$ cat config.mk
export PLATFORM = sky130hd
export DESIGN_NAME = sevenseg_capture
export DESIGN_NICKNAME = d
export VERILOG_FILES = /design/src/rtl/sevenseg_capture.sv
export SDC_FILE = /design/constraint.sdc
export NUM_CORES = 1
export LEC_CHECK = 0
export CAP_MARGIN = 20
export CORE_MARGIN = 3
export CORE_UTILIZATION = 50
export CTS_BUF_LIST = sky130_fd_sc_hd__clkbuf_8
export CTS_CLUSTER_SIZE = 24
export DETAILED_ROUTE_END_ITERATION = 7
export PLACE_DENSITY = 0.76
export SLEW_MARGIN = 20
export SYNTH_ARGS = -nofsm -noshare
export SYNTH_HDL_FRONTEND = slang
export SYNTH_SLANG_ARGS = --single-unit
$ cat constraint.sdc
create_clock -name clk -period 4.25 [get_ports clk]
set_input_delay 0.6375 -clock clk [delete_from_list [all_inputs] [get_ports clk]]
set_output_delay 0.6375 -clock clk [all_outputs]
set_load 0.02 [all_outputs]
$ cat src/rtl/sevenseg_capture.sv
// Capture monitor for a 4-digit multiplexed, active-low seven-segment bus.
// Optional hex decode of the stored glyphs is built when SEVENSEG_CAPTURE_HEX_EN is defined.
module sevenseg_capture #(
    parameter int STABLE_CYCLES  = 4,
    parameter int TIMEOUT_CYCLES = 262144
) (
    input  logic            clk,
    input  logic            rst_n,
    input  logic [3:0]      an,
    input  logic [6:0]      seg,
    input  logic            dp,
    output logic [3:0][7:0] digits,
    output logic [3:0]      digit_en,
    output logic [3:0]      upd,
    output logic [3:0][3:0] hex,
    output logic [3:0]      hex_ok,
    output logic [7:0]      err_cnt
);

    localparam int          TW        = (TIMEOUT_CYCLES > 2) ? $clog2(TIMEOUT_CYCLES) : 1;
    localparam logic [TW-1:0] TLIM    = TW'(TIMEOUT_CYCLES - 1);
    localparam logic [7:0]  STABLE_RC = 8'(STABLE_CYCLES);

    typedef enum logic [1:0] {IDLE, TRACK, LOCKED} state_t;

    logic [11:0] s1_q, s2_q;
    logic [3:0]  an_s;
    logic [7:0]  code_s;
    logic        blank, valid, illegal;
    logic [1:0]  idx_s;

    state_t      state_q, state_d;
    logic [9:0]  cand_q, cand_d;
    logic [7:0]  rc_q, rc_d;
    logic        same, commit;

    logic [3:0][7:0]    dig_q, dig_d;
    logic [3:0]         en_q, en_d;
    logic [3:0]         upd_q, upd_d;
    logic [3:0][TW-1:0] tmo_q, tmo_d;
    logic [7:0]         err_q, err_d;

    assign an_s   = s2_q[11:8];
    assign code_s = s2_q[7:0];

    always_comb begin
        valid = 1'b1;
        idx_s = 2'd0;
        case (an_s)
            4'b1110: idx_s = 2'd0;
            4'b1101: idx_s = 2'd1;
            4'b1011: idx_s = 2'd2;
            4'b0111: idx_s = 2'd3;
            default: valid = 1'b0;
        endcase
    end

    assign blank   = (an_s == 4'b1111);
    assign illegal = !valid && !blank;
    assign same    = (cand_q == {idx_s, code_s});

    always_ff @(posedge clk or negedge rst_n) begin
        if (!rst_n) begin
            s1_q <= '1;
            s2_q <= '1;
        end else begin
            s1_q <= {an, dp, seg};
            s2_q <= s1_q;
        end
    end

    always_ff @(posedge clk or negedge rst_n) begin
        if (!rst_n) begin
            state_q <= IDLE;
            cand_q  <= '1;
            rc_q    <= '0;
        end else begin
            state_q <= state_d;
            cand_q  <= cand_d;
            rc_q    <= rc_d;
        end
    end

    // Blank samples fall through with everything held, so PWM off-time never breaks a run.
    always_comb begin
        state_d = state_q;
        cand_d  = cand_q;
        rc_d    = rc_q;
        if (illegal) begin
            state_d = IDLE;
            rc_d    = '0;
        end else if (valid) begin
            if (state_q != IDLE && same) begin
                if (state_q == TRACK) begin
                    rc_d = rc_q + 8'd1;
                    if (rc_q + 8'd1 == STABLE_RC) state_d = LOCKED;
                end
            end else begin
                cand_d  = {idx_s, code_s};
                rc_d    = 8'd1;
                state_d = (STABLE_RC == 8'd1) ? LOCKED : TRACK;
            end
        end
    end

    always_comb begin
        commit = 1'b0;
        if (valid) begin
            if (state_q == TRACK && same)
                commit = (rc_q + 8'd1 == STABLE_RC);
            else if (!(state_q != IDLE && same))
                commit = (STABLE_RC == 8'd1);
        end
    end

    // Commit beats timeout; an expired counter parks at the limit until the next commit.
    always_comb begin
        for (int i = 0; i < 4; i++) begin
            dig_d[i] = dig_q[i];
            en_d[i]  = en_q[i];
            upd_d[i] = 1'b0;
            tmo_d[i] = tmo_q[i];
            if (commit && idx_s == 2'(i)) begin
                dig_d[i] = code_s;
                en_d[i]  = 1'b1;
                upd_d[i] = 1'b1;
                tmo_d[i] = '0;
            end else if (tmo_q[i] != TLIM) begin
                tmo_d[i] = tmo_q[i] + 1'b1;
                if (tmo_q[i] + 1'b1 == TLIM) begin
                    en_d[i]  = 1'b0;
                    dig_d[i] = 8'hFF;
                end
            end
        end
        err_d = (illegal && err_q != 8'hFF) ? err_q + 8'd1 : err_q;
    end

    always_ff @(posedge clk or negedge rst_n) begin
        if (!rst_n) begin
            dig_q <= '1;
            en_q  <= '0;
            upd_q <= '0;
            tmo_q <= '0;
            err_q <= '0;
        end else begin
            dig_q <= dig_d;
            en_q  <= en_d;
            upd_q <= upd_d;
            tmo_q <= tmo_d;
            err_q <= err_d;
        end
    end

    assign digits   = dig_q;
    assign digit_en = en_q;
    assign upd      = upd_q;
    assign err_cnt  = err_q;

`ifdef SEVENSEG_CAPTURE_HEX_EN
    always_comb begin
        for (int i = 0; i < 4; i++) begin
            hex_ok[i] = 1'b1;
            case (dig_q[i][6:0])
                7'b1000000: hex[i] = 4'h0;
                7'b1111001: hex[i] = 4'h1;
                7'b0100100: hex[i] = 4'h2;
                7'b0110000: hex[i] = 4'h3;
                7'b0011001: hex[i] = 4'h4;
                7'b0010010: hex[i] = 4'h5;
                7'b0000010: hex[i] = 4'h6;
                7'b1111000: hex[i] = 4'h7;
                7'b0000000: hex[i] = 4'h8;
                7'b0010000: hex[i] = 4'h9;
                7'b0001000: hex[i] = 4'hA;
                7'b0000011: hex[i] = 4'hB;
                7'b1000110: hex[i] = 4'hC;
                7'b0100001: hex[i] = 4'hD;
                7'b0000110: hex[i] = 4'hE;
                7'b0001110: hex[i] = 4'hF;
                default: begin
                    hex[i]    = 4'h0;
                    hex_ok[i] = 1'b0;
                end
            endcase
        end
    end
`else
    assign hex    = '0;
    assign hex_ok = '0;
`endif

endmodule

==> results of run 1 <==
-- where the power goes --
group	internal [W]	switching, W
Sequential	0.00165	0.0000677
Clock	0.000508	0.000570
Combinational	0.000136	0.000167
Total	0.00230	0.000805
-- registers in the layout (all words and copies together) (netlist names) --
name	count
cand_q	10
s1_q	12
s2_q	12
digit_en	4
tmo_q	72
digits	32
state_q	2
rc_q	8
err_cnt	8
upd	4
-- worst max-delay path: stages, from the launching register on --
cell	delay [ns]
dfstp_2	0.57
xor2_1	0.10
nor4_1	0.37
nand4_1	0.28
nor4_4	0.93
buf_4	0.37
a21oi_1	0.07
-- routing by layer --
| layer | vias to the layer above | global-route usage, % | routed length, µm |
|---|---|---|---|
| li1 | 3084 | - | - |
| met3 | 23 | 3.80 | 760 |
| met2 | 159 | 30.4 | 8330 |
| met1 | 3111 | 29.1 | 8540 |
| met5 | - | 0 | 0 |
| met4 | 0 | 6.65 | 270 |
-- per-stage QoR --
stage	total power, W	instance area, µm²
after floorplan	0.00192	8690
after global placement	0.00204	9250
after detailed placement	0.00205	9250
after CTS	0.00314	9630
after global routing	0.00324	9640
final	0.00310	9640
-- cell type report --
| class | count | area, µm² |
|---|---|---|
| clock inverter | 12 | 108 |
| sequential | 164 | 4190 |
| fill | 1455 | 7060 |
| timing repair buffer | 67 | 657 |
| inverter | 29 | 109 |
| tap | 220 | 275 |
| multi-input combinational | 619 | 4030 |
| clock buffer | 20 | 275 |
-- worst paths after layout --
| kind | startpoint | to | depth (start not counted) |
|---|---|---|---|
| max | s2_q[4] | tmo_q[62] | 6 |
| min in group clk | s1_q[8] | s2_q[8] | 0 |
| min reg2reg | s1_q[8] | s2_q[8] | 0 |
| max in group asynchronous | rst_n | digits[9] | 2 |
| min | rst_n | tmo_q[51] | 1 |
| max reg2reg | s2_q[4] | tmo_q[62] | 6 |
-- layout by cell type, fill, tap and decap left out, types with 15 or more instances in the layout --
cell type,synthesis,final
a21oi_1,82,82
clkbuf_8,0,20
clkdlybuf4s50_1,0,60
conb_1,1,20
dfrtp_1,98,98
dfstp_2,66,66
inv_1,29,31
mux2i_1,29,29
nand2_1,52,52
nand3_1,46,46
nand4_1,19,19
nor2_1,89,89
nor3_1,17,17
nor4_1,18,15
o21ai_0,16,16
xnor2_1,42,42
xor2_1,31,31
-- cells by family (layout without fill, tap and decap cells) --
| group | after synthesis | count (layout) | synth area share, % |
|---|---|---|---|
| other | 1 | 20 | 0.0435 |
| and+or+nand+nor | 314 | 314 | 19.4 |
| adders and majority gates | 10 | 10 | 1.45 |
| muxes | 38 | 38 | 4.55 |
| AOI/OAI and AO/OA | 163 | 163 | 12.6 |
| buffers and inverters | 91 | 128 | 5.75 |
| xor gates and xnor gates | 74 | 74 | 7.61 |
| DFF | 164 | 164 | 48.6 |
==> flow_summary.toml, run 1 <==
[run_status]
status = "finished clean"

[global_routing]
antenna_found_initial = 0
grt_pass1_vias = 5920
grt_overflow_total = 0
grt_pass1_wl_um = 30200
grt_start_max_net_pins = 86
grt_use_total_pct = 20.1

[floorplan]
die_h_um = 137
row_count = 47
io_pins = 82
fp.coreArea_um2 = 16700
initial_core_util_pct = 51.6
die_w_um = 137
die_area_um2 = 18800

[timing]
setup_ws_ns = 1.42
tns_ns = 0
hold_violations = 0
setup_viol = 0
tightest_slew_ns = 0.974
relSlewSlack_pct = 34.6
holdWs_ns = 0.233
fin_crit_ns = 2.83
skew_ns = 0.00966
rsz0062_at_grt = "no"
max_freq_ghz = 0.353
finalMaxSlewViolations = 0
timing.final.crit_share_pct = 66.7

[logic_synthesis]
synth_most_common_cell = "dfrtp_1"
yosysSeqAreaShare_pct = 48.6
yosysTopAreaCell = "dfrtp_1"
ys_ff_latch = 164
synth_top_area_share_pct = 28.5
async_flop_share_pct = 100
syn_inst = 855
ys_top_cells_by_area = "dfrtp_1, dfstp_2, a21oi_1, xnor2_1, nor2_1"
synthesis.area_um2 = 8610
synth_edf_count = 0
ys.warnings.count = 0
postSynthAreaPerCell_um2 = 10.1
yosys.cell_types.count = 71
synthFlopType = "dfrtp_1"
synth_common_cells = "dfrtp_1, nor2_1, a21oi_1, dfstp_2, nand2_1"

[clock_tree]
cts_root_buf = "clkbuf_8"
cts.sinks = 164
post_cts_buffers = 0
cts_hold_buffers = 0
clk_pin_slew_ns = 0.09
cts_made_buffers = 17
cts_tree = "yes"
cts_resized = 0
clock_latency_ns = 0.46
cts_buffer_depth = 2
htreeDepth = 4

[route]
drt-total-wl_um = 17900
drtPass1Iterations = 5
vias = 6377
drcViolationCount = 0
drt-vias-per-instance = 5.64
routedWlPerCell_um = 15.8
drt_iter0_drc = 566
postRouteAntennaNets = 0

[placed_design]
dpl.cell_count = 1099
io_buffers = 61
dp_slack_ns = 1.43
gp_congestion = 0.854
hpwl_um = 12200

[run]
drv_cap = 0

[worst_setup_path]
r2r_slack_ns = 1.42
cp_max_fo = 20
worst_setup_path_start_kind = "flop"
end_kind = "flop"
crit_type = "reg -> reg"
worstPathArrival_ns = 3.14
required_ns = 4.55

[worst_hold_path]
min_path_type = "in -> async"

[cells_and_area]
area_delta_synth_final_pct = 11.9
antenna_cells = 0
nNetsFinal = 922
final_core_util_pct = 57.7
drive_gt1_share_pct = 16.2
stdcell_count = 1131

[pwr]
peakVddDrop_mv = 0.275
p_leak_nw = 3.90
p_per_area_nw_per_um2 = 322
(Power assumes the default switching activity.)
==> inputs of run 2 (changes only) <==
Settings changed: PLACE_DENSITY 0.76 to 0.79.
Clock period 4.25 ns to 2.35 ns, I/O delays scaled along.
==> run 2 against run 1 <==
Wire length increased by 8.3%. First-iteration DRC count decreased by 0.18%. Final area increased by 7.4%. Utilization increased by 4.2 points. Die area unchanged. Global-route usage increased by 0.21 points. Clock-buffer cell count decreased by 3. Register-to-register slack got worse by 1.3 ns. Via count increased by 5.5%. Worst hold slack improved by 0.056 ns. Critical endpoint is now tmo_q[70]. Largest cell class unchanged.
==> flow_summary.toml, run 2 (synthesized netlist as in run 1, its figures left out) <==
[timing]
timing.final.crit_share_pct = 96.9
tightest_slew_ns = 0.543
max_freq_ghz = 0.439
skew_ns = 0.0193
setup_viol = 0
hold_violations = 0
finalMaxSlewViolations = 0
setup_ws_ns = 0.0732
fin_crit_ns = 2.28
relSlewSlack_pct = 63.5
rsz0062_at_grt = "yes"

[pwr]
swShare_pct = 26.8
totalPowerFinal_w = 0.00578
peakVddDrop_mv = 0.698
p_leak_nw = 4.28
seq_power_share_pct = 53.6
switchingPower_w = 0.00155
clockPowerShare_pct = 35.9
p_int_w = 0.00423
p_comb_share_pct = 10.4
p_per_area_nw_per_um2 = 559

[cells_and_area]
top_register = "tmo_q"
fillers = 1339
fin_area_um2 = 10300
drive_gt1_share_pct = 23.0
final_common_cell = "dfrtp_1"
largest_reg_flops = 72
area_delta_synth_final_pct = 20.1
nNetsFinal = 988
final_cell_mix = "dfrtp_1, nor2_1, a21oi_1, dfstp_2"
antenna_cells = 0
stdcell_count = 1197
final_core_util_pct = 62.0

[run]
drv_cap = 0

[clock_tree]
htreeDepth = 4
cts_made_buffers = 17
cts_root_buf = "clkbuf_8"
cts_tree = "yes"
clock_latency_ns = 0.47
clk_pin_slew_ns = 0.09
cts.sinks = 164
cts_buffer_depth = 2

[worst_setup_path]
r2r_end = "tmo_q[70]"
crit_path_max_incr_delay_ns = 0.56
worst_setup_path_start_kind = "flop"
worstPathCellList = "xor2_1 -> nor4_2 -> nand4_1 -> buf_4 -> nor4_4 -> buf_4 -> buf_12 -> clkbuf_16 -> a311oi_1"
r2r_slack_ns = 0.07
r2r-start = "s2_q[0]"
required_ns = 2.68
crit_start = "s2_q[0]"
worstPathArrival_ns = 2.61
crit_type = "reg -> reg"
reg2reg_depth = 9
cp_max_fo = 18
end_kind = "flop"
crit_path_top_delay_cell = "dfstp_2"
cp_common_cell = "buf_4"

[floorplan]
fp.coreArea_um2 = 16700
row_count = 47
initial_core_util_pct = 51.6
die_h_um = 137
die_area_um2 = 18800
io_pins = 82
die_w_um = 137

[worst_hold_path]
holdPathEnd = "s1_q[3]"
min_path_type = "in -> reg"
hold_depth = 1
hp-start = "seg[3]"

[global_routing]
grt_pass1_wl_um = 30400
grt_pass1_vias = 6188
grt_start_max_net_pins = 56
grt_overflow_total = 0
antenna_found_initial = 0
grt_use_total_pct = 20.3

[route]
drt-total-wl_um = 19400
vias = 6729
drcViolationCount = 0
drt-vias-per-instance = 5.62
routedWlPerCell_um = 16.2
drtPass1Iterations = 5
postRouteAntennaNets = 0
drt_iter0_drc = 565

[placed_design]
io_buffers = 61
hpwl_um = 13000
dpl.cell_count = 1144
dp_slack_ns = -0.0373
place_area_um2 = 9650
gp_congestion = 0.918

[run_status]
status = "finished clean"
## run 2: cell count changes in the layout (fill, tap and decap cells not counted), moves of 2 or more
cell / previous run / this run
dfrtp_1: 98 / 95
nor4_4: 2 / 4
inv_8: 0 / 2
inv_4: 0 / 2
nor4_1: 15 / 13
inv_1: 31 / 29
inv_6: 1 / 4
buf_12: 0 / 6
clkbuf_16: 0 / 3
dfrtp_2: 0 / 3
clkbuf_8: 20 / 17
clkinvlp_4: 4 / 0
buf_4: 6 / 60
buf_6: 1 / 3
## run 2: power by group through the flow
| stage | sequential, W | combinational [W] | clock [W] |
|---|---|---|---|
| floorplan | 0.00320 | 0.000277 | 0 |
| global placement | 0.00315 | 0.000569 | 0 |
| detailed placement | 0.00315 | 0.000582 | 0 |
| CTS | 0.00310 | 0.000598 | 0.00214 |
| global route | 0.00312 | 0.000662 | 0.00224 |
| finish | 0.00310 | 0.000604 | 0.00208 |
## run 2: worst max-delay path by stage
stage / slack, ns / to
floorplan: 0.03 / digit_en[3]
global placement: 0.07 / digits[27]
detailed placement: -0.04 / digits[25]
CTS: 0.01 / digits[27]
global route: -0.04 / digits[26]
finish: 0.07 / tmo_q[70]
## run 2: area by class of cell
| class | instances | area [µm²] | share of cell area (%) |
|---|---|---|---|
| Multi-Input combinational cell | 619 | 4080 | 39.5 |
| Inverter | 29 | 109 | 1.05 |
| Sequential cell | 164 | 4190 | 40.5 |
| Timing Repair Buffer | 133 | 1290 | 12.5 |
| Clock buffer | 17 | 234 | 2.26 |
| Clock inverter | 15 | 166 | 1.61 |
| Tap cell | 220 | 275 | 2.66 |
## run 2: critical path: cells and delay by family, from the launching register on
kind	cells	cell delay [ns]
DFF	1	0.56
and+or+nand+nor	3	0.77
xor gates and xnor gates	1	0.10
buffers and inverters	4	0.67
AOI/OAI and AO/OA	1	0.05
## run 2: metal layers
metal  global-route usage (%)  up-vias  part of all wire, %
met5                        0        -                    0
met3                     4.27       32                  4.6
met1                     27.8     3287                   45
met2                     32.6      190                   49
met4                     6.10        0                  2.0
li1                         -     3220                    -
## run 2: repair_timing
| item | 4_1_cts | 5_1_grt |
|---|---|---|
| pin swaps | 3 | 8 |
| gates cloned | 0 | 4 |
| buffers inserted | 2 | 14 |
| hold buffers | 1 | 0 |
| gates resized for setup | 2 | 11 |
| endpoints found under the hold margin | 33 | 0 |
| endpoints found under the setup margin | 10 | 44 |
## run 2: metrics by stage
stage | hold WS [ns] | TNS (ns)
5_1_grt | 0.261 | -1.09
4_1_cts | 0.259 | 0
2_1_floorplan | 0.0569 | 0
3_5_place_dp | 0.308 | -0.170
6_report | 0.288 | 0
3_3_place_gp | 0.305 | 0
==> inputs of run 3 (changes only) <==
Settings changed: DONT_BUFFER_PORTS set to 1, PLACE_DENSITY 0.79 to 0.73.
==> run 3 against run 2 <==
The flow now finishes with violations (hold timing). Die area unchanged. Clock power is essentially flat. First-iteration DRC count grew 7.4%. Sequential cell count stayed put. Total power shrank 3.0%. Clock-buffer cell count up 1. Worst hold slack got worse by 0.72 ns. Combinational power decreased by 43%. Utilization shrank 4.1 points. Critical path type unchanged. Critical endpoint is now digit_en[3]. Largest cell class unchanged. Largest power group unchanged.
==> flow_summary.toml, run 3 (synthesized netlist as in run 1, its figures left out) <==
[run_status]
status = "finished, violations left"
violations = "hold timing"

[floorplan]
initial_core_util_pct = 51.6
die_w_um = 137
io_pins = 82
die_area_um2 = 18800
row_count = 47
fp.coreArea_um2 = 16700
die_h_um = 137

[worst_setup_path]
r2r_end = "digit_en[3]"
end_kind = "flop"
r2r-start = "tmo_q[54]"
required_ns = 2.72
worstPathArrival_ns = 2.65
worst_setup_path_start_kind = "flop"
cp_max_fo = 9
crit_type = "reg -> reg"
r2r_slack_ns = 0.07
reg2reg_depth = 7

[global_routing]
grt_pass1_vias = 5724
antenna_found_initial = 0
grt_start_max_net_pins = 165
grt_pass1_wl_um = 29400
grt_overflow_total = 0
grt_use_total_pct = 19.8

[timing]
setup_viol = 0
skew_ns = 0.0136
rsz0062_at_grt = "yes"
relSlewSlack_pct = 64.6
holdWs_ns = -0.431
finalMaxSlewViolations = 0
hold_violations = 164
max_freq_ghz = 0.439
tns_ns = 0
tightest_slew_ns = 0.527
fin_crit_ns = 2.28
timing.final.crit_share_pct = 96.9

[clock_tree]
cts.sinks = 164
clk_pin_slew_ns = 0.09
cts_hold_buffers = 12
cts_tree = "yes"
cts_made_buffers = 17
htreeDepth = 4
cts_root_buf = "clkbuf_8"
clock_latency_ns = 0.48
cts_buffer_depth = 2

[placed_design]
gp_congestion = 0.879
io_buffers = 0
hpwl_um = 12300

[pwr]
switchingPower_w = 0.00154
swShare_pct = 27.5
p_per_area_nw_per_um2 = 580
seq_power_share_pct = 56.7
p_int_w = 0.00407
peakVddDrop_mv = 0.641
p_comb_share_pct = 6.1
clockPowerShare_pct = 37.2
p_leak_nw = 4.02
totalPowerFinal_w = 0.00561

[cells_and_area]
area_delta_synth_final_pct = 12.2
final_cell_mix = "dfrtp_1, nor2_1, a21oi_1, dfstp_2, nand2_1"
drive_gt1_share_pct = 22.8
top_register = "tmo_q"
final_core_util_pct = 57.9
nNetsFinal = 923
seq_area_um2 = 4190
final_common_cell = "dfrtp_1"
antenna_cells = 0
multi_input_area_um2 = 4120
fillers = 1408
largest_reg_flops = 72

[route]
drt-total-wl_um = 18400
routedWlPerCell_um = 16.3
vias = 6329
drcViolationCount = 0
drt_iter0_drc = 607
drtPass1Iterations = 5
postRouteAntennaNets = 0
drt-vias-per-instance = 5.59

[worst_hold_path]
min_path_type = "in -> async"

[run]
drv_cap = 0
-- run 3: layer usage --
metal / track usage, % / vias to the layer above / part of all wire, %
met3: 5.11 / 24 / 5.0
met4: 6.10 / 0 / 1.9
li1: - / 3074 / -
met1: 27.7 / 3097 / 46
met5: 0 / - / 0
met2: 30.2 / 134 / 47
-- run 3: how the worst max path moves through the flow --
stage | startpoint | to | slack, ns
6_report | tmo_q[54] | digit_en[3] | 0.07
5_1_grt | tmo_q[54] | digits[26] | -0.02
4_1_cts | tmo_q[18] | digits[10] | 0.004
3_5_place_dp | s2_q[11] | digits[6] | 0.02
3_3_place_gp | tmo_q[54] | digit_en[3] | 0.06
2_1_floorplan | tmo_q[55] | digit_en[3] | 0.03
-- run 3: repair_timing --
item / CTS / global route
endpoints found under the hold margin: 176 / 164
buffers inserted: 1 / 7
gates resized for setup: 0 / 18
cloned: 0 / 1
pin swaps: 1 / 5
endpoints found under the setup margin: 2 / 82
-- run 3: power groups by stage --
| stage | clock, W | sequential (W) | combinational [W] |
|---|---|---|---|
| floorplan | 0 | 0.00320 | 0.000277 |
| global placement | 0 | 0.00323 | 0.000300 |
| detailed placement | 0 | 0.00324 | 0.000307 |
| CTS | 0.00214 | 0.00318 | 0.000328 |
| global route | 0.00225 | 0.00320 | 0.000387 |
| finish | 0.00209 | 0.00318 | 0.000342 |
-- run 3: layout make-up --
class	count	share of cell area, %
Clock buffer	18	2.56
Clock inverter	14	1.59
Inverter	29	1.13
Multi-Input combinational cell	620	42.6
Sequential cell	164	43.3
Tap cell	220	2.85
Timing Repair Buffer	67	5.95
-- run 3: through the flow --
step / setup slack [ns] / hold WS (ns) / instances / cell area [µm²]
2_1_floorplan: 0.0345 / 0.0569 / 874 / 8690
6_report: 0.0733 / -0.431 / 1132 / 9670
5_1_grt: -0.0178 / -0.458 / 1132 / 9670
3_5_place_dp: 0.0234 / 0.0613 / 1079 / 8990
4_1_cts: 0.00431 / -0.461 / 1124 / 9520
3_3_place_gp: 0.0601 / 0.0606 / 1079 / 8990
-- run 3: worst max-delay path, cell delays in order (launching register included) --
cell and delay [ns]:
dfrtp_1 0.39, ha_1 0.23, or3b_2 0.44, o32a_1 0.17, o32ai_1 0.29, o21a_1 0.21
o2111ai_4 0.21, a21o_1 0.24
